$ cat config.mk
export PLATFORM = sky130hd
export DESIGN_NAME = hazard_controller_flat
export DESIGN_NICKNAME = d
export VERILOG_FILES = /design/src/rtl/hazard_controller_if.sv /design/src/rtl/hazard_controller.sv /design/src/flat_wrapper.sv
export SDC_FILE = /design/constraint.sdc
export NUM_CORES = 1
export LEC_CHECK = 0
export CAP_MARGIN = 5
export CORE_MARGIN = 1.5
export CORE_UTILIZATION = 30
export CTS_CLUSTER_SIZE = 14
export DETAILED_ROUTE_END_ITERATION = 8
export DONT_BUFFER_PORTS = 1
export PLACE_DENSITY = 0.45
export SYNTH_ARGS = -nofsm -noshare
export SYNTH_HDL_FRONTEND = slang
export SYNTH_SLANG_ARGS = --single-unit
$ cat constraint.sdc
create_clock -name clk -period 2.9 [get_ports clk]
set_input_delay 0.87 -clock clk [delete_from_list [all_inputs] [get_ports clk]]
set_output_delay 0.87 -clock clk [all_outputs]
set_load 0.005 [all_outputs]
$ cat src/rtl/hazard_controller_if.sv
// Hazard controller bundle: register tags and control from the datapath,
// forwarding selects and stall/flush enables back to the pipeline.
interface hazard_controller_if #(
  parameter int CNT_W = 16
);
  logic [3:0]       RA1D;
  logic [3:0]       RA2D;
  logic [3:0]       RA1E;
  logic [3:0]       RA2E;
  logic [3:0]       WA3E;
  logic             RegWriteE;
  logic             MemtoRegE;
  logic [3:0]       WA3M;
  logic             RegWriteM;
  logic [3:0]       WA3W;
  logic             RegWriteW;
  logic             BranchTakenE;
  logic             MemReqM;
  logic             MemReadyM;
  logic [1:0]       ForwardAE;
  logic [1:0]       ForwardBE;
  logic             StallF;
  logic             StallD;
  logic             StallE;
  logic             StallM;
  logic             FlushD;
  logic             FlushE;
  logic             FlushW;
  logic             MemTimeout;
  logic [CNT_W-1:0] StallCount;

  modport master (
    output RA1D, RA2D, RA1E, RA2E, WA3E,
    output RegWriteE, MemtoRegE,
    output WA3M, RegWriteM, WA3W, RegWriteW,
    output BranchTakenE, MemReqM, MemReadyM,
    input  ForwardAE, ForwardBE,
    input  StallF, StallD, StallE, StallM,
    input  FlushD, FlushE, FlushW,
    input  MemTimeout, StallCount
  );

  modport slave (
    input  RA1D, RA2D, RA1E, RA2E, WA3E,
    input  RegWriteE, MemtoRegE,
    input  WA3M, RegWriteM, WA3W, RegWriteW,
    input  BranchTakenE, MemReqM, MemReadyM,
    output ForwardAE, ForwardBE,
    output StallF, StallD, StallE, StallM,
    output FlushD, FlushE, FlushW,
    output MemTimeout, StallCount
  );
endinterface

$ cat src/rtl/hazard_controller.sv
// Pipeline sequencer: Execute forwarding, load-use stall, branch flush,
// data-memory wait freeze with timeout, and a stall-cycle statistic.
module hazard_controller #(
  parameter int MAX_WAIT = 16,
  parameter int CNT_W    = 16
) (
  input logic                clk,
  input logic                rst,
  hazard_controller_if.slave hz
);

  localparam int WW = $clog2(MAX_WAIT + 1);

  typedef enum logic {
    RUN,
    MEMWAIT
  } state_t;

  state_t           state_q;
  state_t           state_d;
  logic [WW-1:0]    wcnt_q;
  logic [WW-1:0]    wcnt_d;
  logic             tmo_q;
  logic             tmo_set;
  logic [CNT_W-1:0] scnt_q;

  logic       stall_f;
  logic       stall_d;
  logic       stall_e;
  logic       stall_m;
  logic       flush_d;
  logic       flush_e;
  logic       flush_w;
  logic       load_use;
  logic [1:0] fwd_a;
  logic [1:0] fwd_b;

  // M-stage result beats W-stage; R15 reads PC+8 and is never forwarded
  function automatic logic [1:0] fwd_sel(input logic [3:0] ra);
    if (hz.RegWriteM && hz.WA3M == ra && hz.WA3M != 4'd15)
      return 2'b10;
    else if (hz.RegWriteW && hz.WA3W == ra && hz.WA3W != 4'd15)
      return 2'b01;
    else
      return 2'b00;
  endfunction

  // forwarding selects for both Execute operands
  always_comb begin
    fwd_a = fwd_sel(hz.RA1E);
    fwd_b = fwd_sel(hz.RA2E);
  end

  assign load_use = hz.MemtoRegE && hz.RegWriteE &&
                    hz.WA3E != 4'd15 &&
                    (hz.WA3E == hz.RA1D || hz.WA3E == hz.RA2D);

  // next state, wait counter and stall/flush decode
  always_comb begin
    state_d = state_q;
    wcnt_d  = wcnt_q;
    tmo_set = 1'b0;
    stall_f = 1'b0;
    stall_d = 1'b0;
    stall_e = 1'b0;
    stall_m = 1'b0;
    flush_d = 1'b0;
    flush_e = 1'b0;
    flush_w = 1'b0;
    unique case (state_q)
      RUN: begin
        if (hz.MemReqM && !hz.MemReadyM) begin
          stall_f = 1'b1;
          stall_d = 1'b1;
          stall_e = 1'b1;
          stall_m = 1'b1;
          flush_w = 1'b1;
          state_d = MEMWAIT;
          wcnt_d  = WW'(1);
        end else if (hz.BranchTakenE) begin
          flush_d = 1'b1;
          flush_e = 1'b1;
        end else if (load_use) begin
          stall_f = 1'b1;
          stall_d = 1'b1;
          flush_e = 1'b1;
        end
      end
      MEMWAIT: begin
        stall_f = 1'b1;
        stall_d = 1'b1;
        stall_e = 1'b1;
        stall_m = 1'b1;
        flush_w = 1'b1;
        if (hz.MemReadyM) begin
          state_d = RUN;
          wcnt_d  = '0;
        end else if (wcnt_q == WW'(MAX_WAIT)) begin
          tmo_set = 1'b1;
          state_d = RUN;
          wcnt_d  = '0;
        end else begin
          wcnt_d = wcnt_q + WW'(1);
        end
      end
      default: begin
        state_d = RUN;
        wcnt_d  = '0;
      end
    endcase
  end

  // FSM state, wait counter and sticky timeout flag
  always_ff @(posedge clk or posedge rst) begin
    if (rst) begin
      state_q <= RUN;
      wcnt_q  <= '0;
      tmo_q   <= 1'b0;
    end else begin
      state_q <= state_d;
      wcnt_q  <= wcnt_d;
      if (tmo_set)
        tmo_q <= 1'b1;
    end
  end

  // saturating count of cycles with the PC held
  always_ff @(posedge clk or posedge rst) begin
    if (rst)
      scnt_q <= '0;
    else if (stall_f && scnt_q != {CNT_W{1'b1}})
      scnt_q <= scnt_q + CNT_W'(1);
  end

  assign hz.ForwardAE  = rst ? 2'b00 : fwd_a;
  assign hz.ForwardBE  = rst ? 2'b00 : fwd_b;
  assign hz.StallF     = stall_f & ~rst;
  assign hz.StallD     = stall_d & ~rst;
  assign hz.StallE     = stall_e & ~rst;
  assign hz.StallM     = stall_m & ~rst;
  assign hz.FlushD     = flush_d & ~rst;
  assign hz.FlushE     = flush_e & ~rst;
  assign hz.FlushW     = flush_w & ~rst;
  assign hz.MemTimeout = tmo_q & ~rst;
  assign hz.StallCount = rst ? '0 : scnt_q;

endmodule

$ cat src/flat_wrapper.sv
// flat-port wrapper written by rule: the top's interface ports become plain ports
module hazard_controller_flat 
#(
  parameter int MAX_WAIT = 16,
  parameter int CNT_W    = 16
)
  (clk, rst, hz_RA1D, hz_RA2D, hz_RA1E, hz_RA2E, hz_WA3E, hz_RegWriteE, hz_MemtoRegE, hz_WA3M, hz_RegWriteM, hz_WA3W, hz_RegWriteW, hz_BranchTakenE, hz_MemReqM, hz_MemReadyM, hz_ForwardAE, hz_ForwardBE, hz_StallF, hz_StallD, hz_StallE, hz_StallM, hz_FlushD, hz_FlushE, hz_FlushW, hz_MemTimeout, hz_StallCount);
  hazard_controller_if #(.CNT_W(CNT_W)) hz_i ();
  input logic clk;
  input logic rst;
  input wire logic [$bits(hz_i.RA1D)-1:0] hz_RA1D;
  input wire logic [$bits(hz_i.RA2D)-1:0] hz_RA2D;
  input wire logic [$bits(hz_i.RA1E)-1:0] hz_RA1E;
  input wire logic [$bits(hz_i.RA2E)-1:0] hz_RA2E;
  input wire logic [$bits(hz_i.WA3E)-1:0] hz_WA3E;
  input wire logic [$bits(hz_i.RegWriteE)-1:0] hz_RegWriteE;
  input wire logic [$bits(hz_i.MemtoRegE)-1:0] hz_MemtoRegE;
  input wire logic [$bits(hz_i.WA3M)-1:0] hz_WA3M;
  input wire logic [$bits(hz_i.RegWriteM)-1:0] hz_RegWriteM;
  input wire logic [$bits(hz_i.WA3W)-1:0] hz_WA3W;
  input wire logic [$bits(hz_i.RegWriteW)-1:0] hz_RegWriteW;
  input wire logic [$bits(hz_i.BranchTakenE)-1:0] hz_BranchTakenE;
  input wire logic [$bits(hz_i.MemReqM)-1:0] hz_MemReqM;
  input wire logic [$bits(hz_i.MemReadyM)-1:0] hz_MemReadyM;
  output wire logic [$bits(hz_i.ForwardAE)-1:0] hz_ForwardAE;
  output wire logic [$bits(hz_i.ForwardBE)-1:0] hz_ForwardBE;
  output wire logic [$bits(hz_i.StallF)-1:0] hz_StallF;
  output wire logic [$bits(hz_i.StallD)-1:0] hz_StallD;
  output wire logic [$bits(hz_i.StallE)-1:0] hz_StallE;
  output wire logic [$bits(hz_i.StallM)-1:0] hz_StallM;
  output wire logic [$bits(hz_i.FlushD)-1:0] hz_FlushD;
  output wire logic [$bits(hz_i.FlushE)-1:0] hz_FlushE;
  output wire logic [$bits(hz_i.FlushW)-1:0] hz_FlushW;
  output wire logic [$bits(hz_i.MemTimeout)-1:0] hz_MemTimeout;
  output wire logic [$bits(hz_i.StallCount)-1:0] hz_StallCount;
  assign hz_i.RA1D = hz_RA1D;
  assign hz_i.RA2D = hz_RA2D;
  assign hz_i.RA1E = hz_RA1E;
  assign hz_i.RA2E = hz_RA2E;
  assign hz_i.WA3E = hz_WA3E;
  assign hz_i.RegWriteE = hz_RegWriteE;
  assign hz_i.MemtoRegE = hz_MemtoRegE;
  assign hz_i.WA3M = hz_WA3M;
  assign hz_i.RegWriteM = hz_RegWriteM;
  assign hz_i.WA3W = hz_WA3W;
  assign hz_i.RegWriteW = hz_RegWriteW;
  assign hz_i.BranchTakenE = hz_BranchTakenE;
  assign hz_i.MemReqM = hz_MemReqM;
  assign hz_i.MemReadyM = hz_MemReadyM;
  assign hz_ForwardAE = hz_i.ForwardAE;
  assign hz_ForwardBE = hz_i.ForwardBE;
  assign hz_StallF = hz_i.StallF;
  assign hz_StallD = hz_i.StallD;
  assign hz_StallE = hz_i.StallE;
  assign hz_StallM = hz_i.StallM;
  assign hz_FlushD = hz_i.FlushD;
  assign hz_FlushE = hz_i.FlushE;
  assign hz_FlushW = hz_i.FlushW;
  assign hz_MemTimeout = hz_i.MemTimeout;
  assign hz_StallCount = hz_i.StallCount;
  hazard_controller #(.MAX_WAIT(MAX_WAIT), .CNT_W(CNT_W)) u_core (.clk(clk), .rst(rst), .hz(hz_i));
endmodule
-- After elaboration in Yosys (flattened, before gate mapping)
Index checks and enable logic that the tools add are counted.
- register bits after elaboration: 23
- latch bits: 0
- RAM bits: 0
- memory bits (read-only): 0
- output and inout bits: 28
- logic and storage cells: 69
- memories: 0
- $add $sub $neg: 2
- $mul: 0
- divide/modulo/power cells: 0
- magnitude comparators: 0
- equal/unequal tests: 12
- shifts and indexed selects: 0
- multiplexer cells: 29
- bitwise gates (word level): 7
- reduce and logical (&&, ||, !) cells: 15
- operators with widths (operator ; count):
    $eq A4 B4 Y1 ; 6
    $mux W1 ; 17
    $add A16 B1 Y16 const B ; 1
    $mux W16 ; 1
    $ne A16 B16 Y1 const B ; 1
    $mux W5 ; 3
    $logic_and A1 B1 Y1 ; 13
    $ne A4 B4 Y1 const B ; 3
    $pmux W5 S2 ; 1
    $mux W2 ; 4
    $pmux W1 S2 ; 3
    $add A5 B1 Y5 const B ; 1
    $and A1 B1 Y1 ; 5
    $eq A5 B5 Y1 const B ; 1
    $ne A2 B1 Y1 const B ; 1
    $not A1 Y1 ; 2
    $logic_not A1 Y1 ; 1
    $logic_or A1 B1 Y1 ; 1

-- Longest topological paths before layout
Gate-level depths: netlist (run 1).
- word-level depth: 8
- mapped depth: 7
- gate-level depth less buffers: 7

-- Least setup slack after synthesis (run 1)
Ideal clock, no wire load.
- kind: input -> output
- from: input hz_WA3E[2]
- to: output hz_StallF
- data arrival time: 1824 ps
- required time: 2030 ps
- path slack: 206 ps
- stages on the path: 6
- cells stage by stage: xnor2_1 > nand4_1 > a211oi_1 > nor2_1 > nor2_1 > buf_4
- word-level cells in the longest chain between the ends: 8
- elaborated cells on any way between the ends: 11
- those cells by class: 3 x eq/ne; 4 x mux; 1 x bitwise; 3 x reduce/logical
- RTL lines (item ; line ; RTL):
    start, declared ; flat_wrapper.sv:15 ; input wire logic [$bits(hz_i.WA3E)-1:0] hz_WA3E;
    $ne A4 B4 Y1 or $eq A4 B4 Y1 (tied branches) ; hazard_controller.sv:55, hazard_controller.sv:56 ;
    $logic_and A1 B1 Y1 or $logic_or A1 B1 Y1 (tied branches) ; hazard_controller.sv:54, hazard_controller.sv:56 ;
    $logic_and A1 B1 Y1 * ; hazard_controller.sv:55 ; hz.WA3E != 4'd15 &&
    $mux W1 * (3 in a row) ; n/a ;
    $pmux W1 S2 * ; n/a ;
    $and A1 B1 Y1 * ; n/a ;
    end, declared ; flat_wrapper.sv:27 ; output wire logic [$bits(hz_i.StallF)-1:0] hz_StallF;
Every way passes the cells marked *; elsewhere a longest branch is shown, timed or not.

-- Worst setup path after layout (run 1)
- from: input hz_WA3E[0]
- to: output hz_StallD
- word-level cells in the longest chain between the ends: 8
- elaborated cells on any way between the ends: 11
- those cells by class: 3 x eq/ne; 4 x mux; 1 x bitwise; 3 x reduce/logical
- RTL lines (item ; line ; RTL):
    $ne A4 B4 Y1 or $eq A4 B4 Y1 (tied branches) ; hazard_controller.sv:55, hazard_controller.sv:56 ;
    $logic_and A1 B1 Y1 or $logic_or A1 B1 Y1 (tied branches) ; hazard_controller.sv:54, hazard_controller.sv:56 ;
    $logic_and A1 B1 Y1 * ; hazard_controller.sv:55 ;
    $mux W1 * ; hazard_controller.sv:83 ; end else if (load_use) begin
    $mux W1 * ; hazard_controller.sv:80 ; end else if (hz.BranchTakenE) begin
    $mux W1 * ; hazard_controller.sv:72 ; if (hz.MemReqM && !hz.MemReadyM) begin
    $pmux W1 S2 * ; hazard_controller.sv:70 ; unique case (state_q)
    $and A1 B1 Y1 * ; hazard_controller.sv:138 ; assign hz.StallD = stall_d & ~rst;
    end, declared ; flat_wrapper.sv:28 ; output wire logic [$bits(hz_i.StallD)-1:0] hz_StallD;
Marked as above.

==> results of run 1 <==
[worst max-delay path: cells and delay by family]
family	cells	cell delay, ns
AO/OA/AOI/OAI	1	0.36
XOR/XNOR	1	0.15
AND/OR/NAND/NOR	3	0.43
[per-layer routing]
| metal | share of wire, % | vias to the layer above | GRT usage [%] |
|---|---|---|---|
| met5 | 0 | - | 0 |
| met4 | 2.4 | 0 | 6.55 |
| met3 | 8.2 | 7 | 2.59 |
| met2 | 46 | 72 | 21.7 |
| met1 | 43 | 627 | 17.2 |
| li1 | - | 651 | - |
[cells in the final DEF, fill, tap and decap left out, drive strengths merged, types with 4 or more instances in the layout]
master  instances
nor2b          17
o21ai           4
nor2            7
xnor2          40
inv             5
nand3          14
nor3            8
clkbuf          4
dfrtp          23
nand4          14
and3            7
nand2          12
[final timing paths]
kind,from,end,slack (ns),cells after the start
setup reg to reg,u_core.scnt_q[0],u_core.scnt_q[1],0.97,6
hold reg to reg,u_core.tmo_q,u_core.tmo_q,0.48,1
min in group asynchronous,rst,u_core.wcnt_q[0],0.59,2
setup / recovery,hz_WA3E[0],hz_StallD,0.22,5
max in group asynchronous,rst,u_core.scnt_q[2],2.08,2
hold / removal,u_core.tmo_q,u_core.tmo_q,0.48,1
[kinds of logic after synthesis]
group	after synthesis
flip-flops	23
adder cells (fa/ha/maj)	3
multiplexers	1
buffers and inverters	11
XOR/XNOR	40
AO/OA/AOI/OAI	17
AND/OR/NAND/NOR	90
[flip-flops by register name (all words and copies together), names as in the netlist]
name and cells:
u_core.wcnt_q 5, u_core.tmo_q 1, u_core.state_q 1, u_core.scnt_q 16
[power groups by stage]
stage	logic (mW)	registers [mW]	clock network, mW
2_1_floorplan	0.188	0.420	0
3_3_place_gp	0.214	0.435	0
3_5_place_dp	0.219	0.436	0
4_1_cts	0.221	0.429	0.208
5_1_grt	0.251	0.439	0.223
6_report	0.216	0.429	0.199
[layout make-up]
cell class,instances,area [µm²]
Fill cell,565,3450
Multi-Input combinational cell,151,1040
Sequential cell,23,576
Tap cell,70,87.6
Clock buffer,4,45.0
Timing Repair Buffer,3,22.5
Inverter,5,18.8
[stage by stage]
| step | instances | setup slack (ns) | hold slack [ns] | util (%) |
|---|---|---|---|---|
| after global placement | 252 | 0.285 | 0.452 | 33.3 |
| final | 256 | 0.225 | 0.478 | 34.2 |
| after floorplan | 185 | 0.206 | 0.435 | - |
| after global routing | 256 | 0.0928 | 0.519 | 34.2 |
| after detailed placement | 252 | 0.217 | 0.464 | 33.3 |
| after CTS | 256 | 0.216 | 0.486 | 34.2 |
==> flow_metrics.env, run 1 <==
export IMPL_route_vias_total=1357
export IMPL_power_per_cell_area_nw_per_um2=472
export IMPL_detail_route_antenna_nets=0
export IMPL_cts_buffers_inserted=3
export IMPL_port_buffer_count=0
export IMPL_ys_flop_type="sky130_fd_sc_hd__dfrtp_1"
export IMPL_final_setup_tns_ns=0
export IMPL_floorplan_die_height_um=77.6
export IMPL_starting_utilization_of_the_core_area_pct=31.9
export IMPL_max_cap_violations=0
export IMPL_synth_cell_types=36
export IMPL_power_share_combinational_pct=25.6
export IMPL_synth_edff_count=0
export IMPL_fin_crit_ns=2.68
export IMPL_fraction_of_the_cycle_the_final_worst_path_needs_pct=92.2
export IMPL_finish_net_count=227
export IMPL_hold_path_class="flop to flop"
export IMPL_setup_skew_ns=0.00137
export IMPL_cts_repair_timing_setup_buffer_count=0
export IMPL_floorplan_die_width_um=77.6
export IMPL_static_leakage_power_nw=0.690
export IMPL_synthesis_nets=225
export IMPL_outcome="complete, no violations"
export IMPL_crit_slowest_cell="sky130_fd_sc_hd__a211oi_1"
export IMPL_flow_area_growth_from_synthesis_pct=7.20
export IMPL_cellInternalPower_mw=0.577
export IMPL_cts_hold_repair_buffers=0
export IMPL_post_synth_fa_ha_maj_area_fraction_pct=2.25
export IMPL_share_seq_of_total_power_pct=50.8
export IMPL_synth_cells_most_frequent="sky130_fd_sc_hd__xnor2_1 (40), sky130_fd_sc_hd__dfrtp_1 (23), sky130_fd_sc_hd__nor2b_1 (17), sky130_fd_sc_hd__nand3_1 (14), sky130_fd_sc_hd__nand4_1 (14)"
export IMPL_vdd_ir_drop_max_mv=0.199
export IMPL_ctsLongestPathBuffers=2
export IMPL_timing_setup_critical_path_class="input pin to output pin"
export IMPL_switchingPower_mw=0.267
export IMPL_drive_gt1_share_pct=6.99
export IMPL_post_dp_hpwl_um=3020
export IMPL_globalRoute_totalOverflow=0
export IMPL_synth_most_common_cell="sky130_fd_sc_hd__xnor2_1"
export IMPL_io_pins=65
export IMPL_grt_setup_unrepaired="no"
export IMPL_grt_pass1_vias=1374
export IMPL_h_tree_depth=1
export IMPL_critPathMostFrequentCell="sky130_fd_sc_hd__nor2_1"
export IMPL_fin_area_um2=1790
export IMPL_insertedDiodeCount=0
export IMPL_synth_yosys_seq_area_share_pct=34.5
export IMPL_worst_skew_pair_late_latency_ns=0.27
export IMPL_average_wire_length_per_cell_after_detail_routing_um=14.8
export IMPL_place_gp_congestion=0.802
export IMPL_clkSinkCount=23
export IMPL_relative_slew_margins_pct=67.4
export IMPL_pwr_share_clk_pct=23.6
export IMPL_path_cells="xnor2_1, nand4_1, a211oi_1, nor2_1, nor2_1"
export IMPL_grt_util_overall_pct=13.5
export IMPL_finalWirelength_um=3780
export IMPL_slew_of_the_pin_with_the_lowest_slew_margin_ns=0.488
export IMPL_max_freq_ghz=0.374
export IMPL_power_mw=0.845
export IMPL_compound_gate_portion_of_the_synthesized_area_pct=7.50
export IMPL_hold_violations=0
export IMPL_top_cell_type_s_share_of_synthesized_area_pct=34.5
export IMPL_timing_final_max_slew_violations=0
export IMPL_grt_max_degree=24
export IMPL_worst_path_largest_cell_delay_ns=0.36
export IMPL_setup_worst_path_start_class="input pin"
export IMPL_detailed_place_area_um2=1740
export IMPL_wire_length_of_the_first_global_routing_pass_um=6420
export IMPL_yosys_register_bits=23
export IMPL_drc=0
export IMPL_critical_path_arrival_ns=1.81
export IMPL_avgSynthCellArea_um2=9.02
export IMPL_floorplan_rows=26
export IMPL_required_ns=2.03
export IMPL_synth_top_cells_by_area="sky130_fd_sc_hd__dfrtp_1 (34%), sky130_fd_sc_hd__xnor2_1 (21%), sky130_fd_sc_hd__nor2b_1 (6.4%), sky130_fd_sc_hd__nand4_1 (5.2%), sky130_fd_sc_hd__nand3_1 (4.2%)"
export IMPL_cts_reportedPaths_clkPinSlew_ns=0.08
export IMPL_ctsResizeCount=0
export IMPL_cp_max_fo=3
export IMPL_synth_simple_area_share_pct=30.9
export IMPL_synth_async_sr_flop_share_pct=100
export IMPL_drc_marker_count_from_the_first_detailed_route_iteration=60
export IMPL_swShare_pct=31.6
export IMPL_nature_of_the_critical_path_endpoint="output pin"
export IMPL_die_area_um2=6020
export IMPL_post_synthesis_share_of_cell_area_spent_on_xor_and_xnor_gates_pct=21.0
export IMPL_grt_antenna_before_repair=0
export IMPL_cts_tree="built"
export IMPL_mux_cell_area_share_after_synthesis_pct=0.675
export IMPL_syn_cell_area_um2=1670
export IMPL_cts_root_buf="sky130_fd_sc_hd__clkbuf_8"
export IMPL_drtPass1Iterations=4
export IMPL_placeableCoreArea_um2=5240
export IMPL_synth_top_area_cell="sky130_fd_sc_hd__dfrtp_1"
export IMPL_viasPerCell=5.30
export IMPL_synth_top_family_by_area="simple AND/OR/NAND/NOR gates"
export IMPL_finalSetupViolations=0
export IMPL_synth_warning_count=0
export IMPL_syn_instance_count=185
No activity file was read; power rests on OpenSTA's default activity.
==> inputs of run 2 (changes only) <==
- CORE_MARGIN: 1.5 -> 2
- CORE_UTILIZATION: 30 -> 33
- PLACE_DENSITY: 0.45 -> 0.48
- clock period: 2.9 -> 3.3 ns (I/O delays scaled with it)
==> run 2 against run 1 <==
Effect of this change: combinational power down 12%; utilization up 3.0 points; critical path type unchanged; die area down 6.3%; highest routed layer unchanged; critical endpoint unchanged; clock-buffer cell count unchanged; sequential cell count unchanged; worst hold slack better by 0.011 ns; largest cell class unchanged.
==> flow_metrics.env, run 2 (synthesis gave the netlist of run 1 again) <==
export IMPL_worst_skew_pair_late_latency_ns=0.26
export IMPL_registers_top_by_ff_count="u_core.scnt_q"
export IMPL_finalWirelength_um=3690
export IMPL_drive_gt1_share_pct=6.49
export IMPL_required_ns=2.31
export IMPL_hold_violations=0
export IMPL_final_setup_tns_ns=0
export IMPL_cts_tree="built"
export IMPL_flow_area_growth_from_synthesis_pct=6.52
export IMPL_placeableCoreArea_um2=4790
export IMPL_cts_repair_timing_setup_buffer_count=0
export IMPL_critical_path_arrival_ns=1.97
export IMPL_floorplan_die_height_um=75.1
export IMPL_power_per_cell_area_nw_per_um2=414
export IMPL_cts_reportedPaths_clkPinSlew_ns=0.07
export IMPL_multi_input_area_um2=1040
export IMPL_outcome="complete, no violations"
export IMPL_setup_worst_path_start_class="input pin"
export IMPL_detail_route_antenna_nets=0
export IMPL_hold_ws_ns=0.489
export IMPL_static_leakage_power_nw=0.685
export IMPL_fraction_of_the_cycle_the_final_worst_path_needs_pct=89.7
export IMPL_ctsResizeCount=0
export IMPL_floorplan_rows=25
export IMPL_r2r_start="u_core.scnt_q[0]"
export IMPL_die_area_um2=5640
export IMPL_fin_crit_ns=2.96
export IMPL_insertedDiodeCount=0
export IMPL_post_dp_hpwl_um=3040
export IMPL_timing_setup_critical_path_class="input pin to output pin"
export IMPL_port_buffer_count=0
export IMPL_cts_root_buf="sky130_fd_sc_hd__clkbuf_8"
export IMPL_grt_max_degree=24
export IMPL_drc=0
export IMPL_preCtsSetupSlack_ns=0.316
export IMPL_starting_utilization_of_the_core_area_pct=34.9
export IMPL_globalRoute_totalOverflow=0
export IMPL_fin_area_um2=1780
export IMPL_grt_util_overall_pct=14.8
export IMPL_cts_buffers_inserted=3
export IMPL_top_regs="u_core.scnt_q: 16 flops, u_core.wcnt_q: 5 flops"
export IMPL_nature_of_the_critical_path_endpoint="output pin"
export IMPL_grt_antenna_before_repair=0
export IMPL_power_mw=0.736
export IMPL_finish_net_count=226
export IMPL_h_tree_depth=1
export IMPL_route_vias_total=1340
export IMPL_finalSetupViolations=0
export IMPL_layout_cells_most_common="sky130_fd_sc_hd__xnor2_1"
export IMPL_most_common_layout_cells="sky130_fd_sc_hd__xnor2_1 (40), sky130_fd_sc_hd__dfrtp_1 (23), sky130_fd_sc_hd__nor2b_1 (17)"
export IMPL_clkSinkCount=23
export IMPL_grt_setup_unrepaired="no"
export IMPL_grt_pass1_vias=1451
export IMPL_viasPerCell=5.32
export IMPL_max_freq_ghz=0.338
export IMPL_drtPass1Iterations=4
export IMPL_ctsLongestPathBuffers=2
export IMPL_drc_marker_count_from_the_first_detailed_route_iteration=37
export IMPL_io_pins=65
export IMPL_wire_length_of_the_first_global_routing_pass_um=6380
export IMPL_relative_slew_margins_pct=66.0
export IMPL_place_gp_congestion=0.747
export IMPL_setup_skew_ns=0.00167
export IMPL_detailed_place_area_um2=1730
export IMPL_largest_register_ff_count=16
export IMPL_cts_hold_repair_buffers=0
export IMPL_cp_max_fo=3
export IMPL_max_cap_violations=0
export IMPL_timing_final_max_slew_violations=0
export IMPL_min_from="u_core.tmo_q"
export IMPL_average_wire_length_per_cell_after_detail_routing_um=14.7
export IMPL_vdd_ir_drop_max_mv=0.152
export IMPL_nFillCells=513
export IMPL_floorplan_die_width_um=75.1
export IMPL_crit_path_start="hz_WA3E[0]"
export IMPL_slew_of_the_pin_with_the_lowest_slew_margin_ns=0.509
export IMPL_sequential_cell_area_um2=576
export IMPL_fin_ws_ns=0.341
export IMPL_hold_path_class="flop to flop"
==> run 2: cell count changes in the layout (fill, tap and decap cells not counted), sizes merged <==
| cell | before | now |
|---|---|---|
| buf | 3 | 2 |
==> run 2: layout make-up <==
type | instances | share of cell area (%)
Clock buffer | 4 | 2.53
Inverter | 5 | 1.06
Multi-Input combinational cell | 151 | 58.5
Sequential cell | 23 | 32.4
Tap cell | 67 | 4.71
Timing Repair Buffer | 2 | 0.844
==> run 2: power by group <==
| group | leakage, nW | internal [mW] | switching (mW) |
|---|---|---|---|
| Clock | 0.0228 | 0.0859 | 0.0822 |
| Sequential | 0.307 | 0.324 | 0.0539 |
| Combinational | 0.355 | 0.0969 | 0.0935 |
| Total | 0.685 | 0.507 | 0.230 |
==> run 2: layer usage <==
metal / global-route usage, % / vias to the layer above / wire length, µm
met5: 0 / - / 0
met4: 5.16 / 0 / 36
met3: 2.68 / 4 / 248
met2: 24.3 / 54 / 1710
met1: 19.5 / 635 / 1700
li1: - / 647 / -
==> run 2: worst max-delay path, cell delays in order <==
cell and delay [ns]:
sky130_fd_sc_hd__xnor2_1 0.16, sky130_fd_sc_hd__nand4_1 0.15, sky130_fd_sc_hd__a211oi_1 0.40, sky130_fd_sc_hd__nor2_1 0.07
sky130_fd_sc_hd__nor2_1 0.20
==> run 2: path summary, 6_finish.rpt <==
kind / depth (start not counted) / slack [ns] / end
max in group asynchronous: 2 / 2.34 / u_core.scnt_q[9]
max: 5 / 0.34 / hz_StallD
min in group asynchronous: 2 / 0.73 / u_core.scnt_q[13]
min reg2reg: 1 / 0.49 / u_core.tmo_q
max reg2reg: 6 / 1.34 / u_core.scnt_q[1]
min: 1 / 0.49 / u_core.tmo_q
==> run 2: stage by stage <==
| step | cells | utilization [%] |
|---|---|---|
| 3_5_place_dp | 248 | 36.2 |
| 5_1_grt | 252 | 37.2 |
| 2_1_floorplan | 185 | - |
| 4_1_cts | 252 | 37.2 |
| 3_3_place_gp | 248 | 36.2 |
| 6_report | 252 | 37.2 |
==> inputs of run 3 (changes only) <==
- CORE_UTILIZATION: 33 -> 68
- PLACE_DENSITY: 0.48 -> 0.85
==> run 3 against run 2 <==
Effect of this change: clock-buffer cell count did not move; cell area shrank 4.2%; utilization increased by 38 points; non-clock buffer count down 1; register-to-register slack is essentially flat; global-route usage is 13 points higher; critical path depth is the same; critical path type unchanged; wire length down 2.4%; combinational power barely moved; first-iteration DRC count is 38% higher.
==> flow_metrics.env, run 3 (synthesis gave the netlist of run 1 again) <==
export IMPL_clkSinkCount=23
export IMPL_port_buffer_count=0
export IMPL_slew_of_the_pin_with_the_lowest_slew_margin_ns=0.534
export IMPL_insertedDiodeCount=0
export IMPL_timing_setup_critical_path_class="input pin to output pin"
export IMPL_drc_marker_count_from_the_first_detailed_route_iteration=51
export IMPL_fraction_of_the_cycle_the_final_worst_path_needs_pct=90.3
export IMPL_average_wire_length_per_cell_after_detail_routing_um=17.0
export IMPL_flow_area_growth_from_synthesis_pct=2.02
export IMPL_registers_top_by_ff_count="u_core.scnt_q"
export IMPL_cts_repair_timing_setup_buffer_count=0
export IMPL_static_leakage_power_nw=0.672
export IMPL_nature_of_the_critical_path_endpoint="output pin"
export IMPL_io_pins=65
export IMPL_power_per_cell_area_nw_per_um2=416
export IMPL_hold_path_class="flop to flop"
export IMPL_starting_utilization_of_the_core_area_pct=73.3
export IMPL_placeableCoreArea_um2=2280
export IMPL_hold_violations=0
export IMPL_worst_skew_pair_late_latency_ns=0.32
export IMPL_most_common_layout_cells="sky130_fd_sc_hd__xnor2_1 (40), sky130_fd_sc_hd__dfrtp_1 (23), sky130_fd_sc_hd__nor2b_1 (17)"
export IMPL_ctsResizeCount=0
export IMPL_cts_tree="built"
export IMPL_grt_pass1_vias=1351
export IMPL_ctsLongestPathBuffers=2
export IMPL_setup_worst_path_start_class="input pin"
export IMPL_floorplan_die_height_um=53.5
export IMPL_post_dp_hpwl_um=2790
export IMPL_topRoutingLayerUsed="met4"
export IMPL_detail_route_antenna_nets=0
export IMPL_preCtsSetupSlack_ns=0.365
export IMPL_wire_length_of_the_first_global_routing_pass_um=5780
export IMPL_die_area_um2=2870
export IMPL_floorplan_rows=17
export IMPL_cp_max_fo=3
export IMPL_grt_antenna_before_repair=0
export IMPL_finish_cell_count_without_fillers=212
export IMPL_placed_cells_incl_taps=208
export IMPL_route_vias_total=1390
export IMPL_vdd_ir_drop_max_mv=0.297
export IMPL_setup_skew_ns=0.00743
export IMPL_critical_path_arrival_ns=1.99
export IMPL_finalWirelength_um=3600
export IMPL_outcome="complete, no violations"
export IMPL_fin_crit_ns=2.98
export IMPL_power_mw=0.709
export IMPL_cts_root_buf="sky130_fd_sc_hd__clkbuf_4"
export IMPL_finalSetupViolations=0
export IMPL_cts_hold_repair_buffers=0
export IMPL_required_ns=2.31
export IMPL_h_tree_depth=1
export IMPL_routed_wl_met3_um=251
export IMPL_drive_gt1_share_pct=5.98
export IMPL_largest_register_ff_count=16
export IMPL_grt_max_degree=25
export IMPL_layout_cells_most_common="sky130_fd_sc_hd__xnor2_1"
export IMPL_viasPerCell=6.56
export IMPL_drtPass1Iterations=4
export IMPL_place_gp_congestion=0.852
export IMPL_hold_ws_ns=0.492
export IMPL_detailed_routing_wirelength_on_met1_um=1500
export IMPL_drc=0
export IMPL_grt_util_overall_pct=27.5
export IMPL_timing_final_max_slew_violations=0
export IMPL_grt_setup_unrepaired="no"
export IMPL_max_freq_ghz=0.335
export IMPL_finish_net_count=225
export IMPL_globalRoute_totalOverflow=0
export IMPL_final_setup_tns_ns=0
export IMPL_top_regs="u_core.scnt_q: 16 flops, u_core.wcnt_q: 5 flops"
export IMPL_detailroute_wirelength_met2_um=1810
export IMPL_relative_slew_margins_pct=64.3
export IMPL_cts_buffers_inserted=3
export IMPL_floorplan_die_width_um=53.5
export IMPL_cts_reportedPaths_clkPinSlew_ns=0.12
export IMPL_max_cap_violations=0
export IMPL_fin_ws_ns=0.319
[run 3: cell count changes in the layout (fill, tap and decap cells not counted)]
cell	previous run	this run
sky130_fd_sc_hd__buf_4	2	1
sky130_fd_sc_hd__clkbuf_4	0	3
sky130_fd_sc_hd__clkbuf_8	3	0
[run 3: per-layer routing]
layer  vias to the layer above  GRT usage, %
met5                         -             0
met4                         0          8.12
li1                        649             -
met3                         5          4.72
met1                       669          34.4
met2                        67          48.6
[run 3: final cells by class]
class,instances,area [µm²]
multi-input combinational,151,1040
inverter,5,18.8
sequential,23,576
clock buffer,4,26.3
tap,28,35.0
fill,164,573
timing repair buffer,1,7.51
[run 3: where the power goes]
group,internal [mW],leakage [nW],switching [mW]
clock,0.0474,0.0150,0.0881
sequential,0.324,0.307,0.0588
combinational,0.0948,0.350,0.0957
[run 3: final timing paths]
path	end	slack (ns)	start	cells past startpoint
min in group asynchronous	u_core.scnt_q[12]	0.61	rst	2
max	hz_StallF	0.32	hz_WA3E[0]	5
max reg2reg	u_core.scnt_q[1]	1.33	u_core.scnt_q[0]	6
min	u_core.tmo_q	0.49	u_core.tmo_q	1
min reg2reg	u_core.tmo_q	0.49	u_core.tmo_q	1
max in group asynchronous	u_core.scnt_q[6]	2.45	rst	2
[run 3: stage by stage]
stage,utilization [%],instance area (µm²)
floorplan,-,1670
global placement,73.7,1680
finish,74.8,1700
CTS,74.8,1700
global route,74.8,1700
detailed placement,73.7,1680
[run 3: critical path, cell delays in order]
cell,delay (ns)
sky130_fd_sc_hd__xnor2_1,0.14
sky130_fd_sc_hd__nand4_1,0.15
sky130_fd_sc_hd__a211oi_1,0.44
sky130_fd_sc_hd__nor2_1,0.07
sky130_fd_sc_hd__nor2_1,0.20
